## config.mk

```make
export PLATFORM = sky130hd
export DESIGN_NAME = fetch_queue
export DESIGN_NICKNAME = d
export VERILOG_FILES = /design/src/rtl/fetch_queue.sv
export SDC_FILE = /design/constraint.sdc
export NUM_CORES = 1
export LEC_CHECK = 0
export ABC_AREA = 1
export CAP_MARGIN = 15
export CELL_PAD_IN_SITES_DETAIL_PLACEMENT = 0
export CELL_PAD_IN_SITES_GLOBAL_PLACEMENT = 1
export CORE_MARGIN = 2
export CORE_UTILIZATION = 47
export CTS_CLUSTER_SIZE = 24
export DETAILED_ROUTE_END_ITERATION = 8
export PLACE_DENSITY_LB_ADDON = 0.2
export SLEW_MARGIN = 20
export SYNTH_ARGS = -nofsm -noshare
export SYNTH_HDL_FRONTEND = slang
export SYNTH_SLANG_ARGS = --single-unit
```

## constraint.sdc

```tcl
create_clock -name clk_i -period 8.6 [get_ports clk_i]
set_clock_uncertainty 0.2 [all_clocks]
set_input_delay 1.72 -clock clk_i [delete_from_list [all_inputs] [get_ports clk_i]]
set_output_delay 1.72 -clock clk_i [all_outputs]
set_load 0.03 [all_outputs]
```

## src/rtl/fetch_queue.sv

```systemverilog
// Instruction fetch front-end: prefetch FIFO of {pc+4, instr} pairs fed by a
// single-outstanding req/ack instruction memory, with redirect flush and stall hold.
module fetch_queue #(
   parameter int unsigned DEPTH    = 4,
   parameter logic [31:0] RESET_PC = 32'h0000_0000
) (
   input  logic        clk_i,
   input  logic        rst_i,
   output logic        imem_req_o,
   output logic [31:0] imem_addr_o,
   input  logic        imem_ack_i,
   input  logic [31:0] imem_data_i,
   input  logic        redirect_i,
   input  logic [31:0] redirect_pc_i,
   input  logic        stall_i,
   output logic        valid_o,
   output logic [31:0] instr_o,
   output logic [31:0] pcn_o
);

   localparam int unsigned   AW       = $clog2(DEPTH);
   localparam logic [AW:0]   CNT_FULL = (AW+1)'(DEPTH);
   localparam logic [AW:0]   CNT_ONE  = (AW+1)'(1);
   localparam logic [AW-1:0] PTR_ONE  = AW'(1);

   typedef enum logic {
      S_IDLE,
      S_WAIT
   } state_t;

   state_t        r_state;
   logic [31:0]   r_fetch_pc;
   logic [31:0]   r_addr;
   logic          r_req;
   logic          r_drop;
   logic [63:0]   r_mem [DEPTH];
   logic [AW-1:0] r_wptr;
   logic [AW-1:0] r_rptr;
   logic [AW:0]   r_count;

   logic          w_valid;
   logic          w_accept;
   logic          w_push;
   logic          w_pop;
   logic          w_issue;
   logic [31:0]   w_pc_plus4;
   logic [31:0]   w_target;
   logic [63:0]   w_head;
   logic          w_unused_pc_lsbs;

   assign w_valid    = (r_count != '0);
   assign w_accept   = (r_state == S_WAIT) && imem_ack_i;
   // A response accepted during a redirect, or flagged by drop, belongs to the old stream.
   assign w_push     = w_accept && !r_drop && !redirect_i;
   assign w_pop      = w_valid && !stall_i && !redirect_i;
   assign w_issue    = (r_state == S_IDLE) && (r_count < CNT_FULL) && !redirect_i;
   assign w_pc_plus4 = r_fetch_pc + 32'd4;
   assign w_target   = {redirect_pc_i[31:2], 2'b00};
   assign w_head     = r_mem[r_rptr];

   assign w_unused_pc_lsbs = ^redirect_pc_i[1:0];

   assign imem_req_o  = r_req;
   assign imem_addr_o = r_addr;
   assign valid_o     = w_valid;
   assign instr_o     = w_valid ? w_head[31:0]  : '0;
   assign pcn_o       = w_valid ? w_head[63:32] : '0;

   always_ff @(posedge clk_i) begin
      if (w_push && !rst_i) begin
         r_mem[r_wptr] <= {w_pc_plus4, imem_data_i};
      end
   end

   always_ff @(posedge clk_i) begin
      if (rst_i) begin
         r_state    <= S_IDLE;
         r_req      <= 1'b0;
         r_addr     <= RESET_PC;
         r_fetch_pc <= RESET_PC;
         r_drop     <= 1'b0;
         r_wptr     <= '0;
         r_rptr     <= '0;
         r_count    <= '0;
      end else begin
         unique case (r_state)
            S_IDLE: begin
               if (w_issue) begin
                  r_state <= S_WAIT;
                  r_req   <= 1'b1;
                  r_addr  <= r_fetch_pc;
               end
            end
            S_WAIT: begin
               // Request and address stay frozen until ack, even across a redirect.
               if (imem_ack_i) begin
                  r_state <= S_IDLE;
                  r_req   <= 1'b0;
                  r_drop  <= 1'b0;
               end else if (redirect_i) begin
                  r_drop  <= 1'b1;
               end
            end
            default: begin
               r_state <= S_IDLE;
               r_req   <= 1'b0;
            end
         endcase

         if (redirect_i) begin
            r_fetch_pc <= w_target;
         end else if (w_push) begin
            r_fetch_pc <= w_pc_plus4;
         end

         if (redirect_i) begin
            r_wptr  <= '0;
            r_rptr  <= '0;
            r_count <= '0;
         end else begin
            if (w_push) begin
               r_wptr <= r_wptr + PTR_ONE;
            end
            if (w_pop) begin
               r_rptr <= r_rptr + PTR_ONE;
            end
            if (w_push && !w_pop) begin
               r_count <= r_count + CNT_ONE;
            end else if (w_pop && !w_push) begin
               r_count <= r_count - CNT_ONE;
            end
         end
      end
   end

endmodule
```

==> flow_summary_export.csv <==
group,metric,value,unit
run_status,status,"finished clean",
cts,tritoncts,"yes",
timing,fin_crit,5621,ps
yosys,synth.cell_area,0.01337,mm²
routing,first_pass_iters,5,
cells_and_area,fin_nets,1536,
worst_setup_path,cp.arrival,3700,ps
timing,period_share,65.37,%
place,post-dp-hpwl,18.63,mm
min_path,min_from,"imem_req_o",
worst_setup_path,critPathMostFrequentCell,"buf_4",
routing,final_antenna_net_count,0,
global_route,grt_pass1_vias,8881,
routing,wl_per_cell,16.58,µm
cells_and_area,final_common_cell,"nor2_1",
timing,max_freq,177.9,MHz
place,gp_congestion,0.8845,
worst_setup_path,cp_slowest_cell,"clkdlybuf4s50_1",
worst_setup_path,cp-end-kind,"output pin",
power_and_ir_drop,p_leak,5.756,nW
timing,drv_slew,0,
routing,via_count,9302,
cells_and_area,postLayoutCoreUtil,58.61,%
cts,holdBufCountCts,0,
cts,cts_sinks,320,
cells_and_area,mostFrequentLayoutCells,"nor2_1, edfxtp_1, o21ai_0",
die,die_h,172.7,µm
global_route,grt_max_degree,82,
routing,finalWirelength,30.89,mm
min_path,hold_class,"reg2reg",
die,core,0.02786,mm²
global_route,grt-ovfl-total,0,
cells_and_area,drive_gt1_share,5.522,%
worst_setup_path,critPathLaunchType,"flip-flop",
cts,cts_made_buffers,35,
die,initial_core_util,47.99,%
worst_setup_path,path_cells,"buf_4 > inv_2 > buf_4 > nor2_1 > o21ai_0 > a21oi_1 > clkdlybuf4s50_1",
global_route,antenna_found_initial,0,
worst_setup_path,critPathRequiredTime,6680,ps
routing,dr.first_iter.drc_count,700,
cts,root_buffer,"clkbuf_16",
timing,hold_ws,274.7,ps
yosys,ys_warn_count,0,
power_and_ir_drop,finalPower,3.374,mW
yosys,synth_area_per_cell,10.12,µm²
yosys,ys_ff_latch,320,
timing,setup_viol,0,
cts,path_clk_slew,60,ps
timing,slew_headroom,28.46,%
cells_and_area,syn2layout_area_growth,22.12,%
timing,tightest_slew,1071,ps
die,dieWidth,172.7,µm
worst_setup_path,max_stage_delay,750,ps
routing,avgViaCountPerCell,4.993,
worst_setup_path,cp_max_fo,63,
timing,tns,0,ps
cells_and_area,final_cell_count_no_fill,1863,
worst_setup_path,critPathKind,"reg2out",
power_and_ir_drop,vdd.ir_drop.worst,0.1146,mV
routing,drc,0,
place,numPortBuffers,160,
die,die-area,0.02981,mm²
place,place_inst,1801,
job,max_cap_viol_count,0,
cts,worstSkewPairLatency,510,ps
yosys,synth.distinct_cells,31,
die,rows,61,
timing,rsz0062_at_grt,"no",
yosys,yosysSeqAreaShare,66.49,%
cts,cts_max_level,2,
die,ios,167,
cts,clk_path_buf_depth,3,
global_route,track_usage,20.27,%
power_and_ir_drop,p_per_area,206.6,mW/mm²
timing,hold_violations,0,
cts,cts_resized,0,
global_route,grt_pass1_wl,47.96,mm
cells_and_area,insertedDiodeCount,0,
cts,cts_setup_buffers,0,
worst_setup_path,r2r-start,"r_state",
yosys,synthCells,1321,
## kinds of logic (layout without fill, tap and decap cells)
| logic type | count (synthesis) | after routing | share of synthesized area [%] |
|---|---|---|---|
| other | 1 | 4 | 0.02805 |
| DFF | 320 | 320 | 66.49 |
| and+or+nand+nor | 533 | 533 | 16.07 |
| xor gates and xnor gates | 9 | 9 | 0.5896 |
| buffers and inverters | 144 | 305 | 4.558 |
| adders and majority gates | 7 | 7 | 0.7113 |
| AOI/OAI and AO/OA | 307 | 307 | 11.56 |
## metal layers
layer  track usage, %  vias up  routed length [µm]
met4            4.696        0                 439
met1            27.51     4302               14250
li1                 -     4745                   -
met5                0        -                   0
met3            2.946       37                1344
met2            34.69      218               14860
## cell type report
| type | instances | area, µm² |
|---|---|---|
| Inverter | 73 | 274.0 |
| Clock buffer | 53 | 1023 |
| Multi-Input combinational cell | 860 | 3918 |
| Tap cell | 378 | 473.0 |
| Fill cell | 2366 | 11530 |
| Sequential cell | 320 | 8894 |
| Clock inverter | 9 | 68.82 |
| Timing Repair Buffer | 170 | 1677 |
## cells in the mapped netlist, drive strengths merged
| cell | n | share of area [%] |
|---|---|---|
| a31oi | 5 | 0.23 |
| and2 | 11 | 0.51 |
| a211oi | 1 | 0.056 |
| buf | 35 | 1.5 |
| dfxtp | 72 | 11 |
| fa | 1 | 0.15 |
| a21oi | 109 | 4.1 |
| xor2 | 8 | 0.52 |
| edfxtp | 248 | 56 |
| nor2 | 313 | 9.3 |
| nand4 | 1 | 0.047 |
| conb | 1 | 0.028 |
| inv | 73 | 2.0 |
| ha | 6 | 0.56 |
| nor3 | 3 | 0.20 |
| nand3 | 27 | 1.0 |
| clkbuf | 36 | 1.0 |
| nand2 | 178 | 5.0 |
| xnor2 | 1 | 0.066 |
| o21ai | 192 | 7.2 |
## report_power, final
part | total, mW | switching (mW) | leakage [nW] | internal, mW
clock network | 1.41 | 0.558 | 0.528 | 0.850
logic | 0.253 | 0.157 | 2.39 | 0.0959
registers | 1.71 | 0.0192 | 2.84 | 1.69
total | 3.37 | 0.734 | 5.76 | 2.64
## sequential cells by signal (all words and copies together) (netlist names), named ones only
signal and flops:
imem_addr_o 30, r_drop 1, r_wptr 2, imem_req_o 1, r_rptr 2, r_count 3, r_mem 248, r_state 1
r_fetch_pc 30
## critical path: cells and delay by family, from the launching register on
| kind | cells | cell delay [ps] |
|---|---|---|
| buf+inv | 4 | 2310 |
| compound gates | 2 | 410 |
| flops | 1 | 310 |
| simple gates | 1 | 140 |
## path summary, 6_finish.rpt
kind,endpoint,slack (ps),depth (start not counted)
max,pcn_o[18],2980,7
min,imem_req_o,270,2
max reg2reg,r_mem[2][19],5100,7
min reg2reg,imem_req_o,270,2
## through the flow
stage | setup WS (ps) | instance area [µm²]
finish | 2979 | 16330
global route | 2768 | 16330
CTS | 2856 | 16330
detailed placement | 2756 | 15230
global placement | 2778 | 15230
floorplan | 2943 | 13380
(Power assumes the default switching activity.)
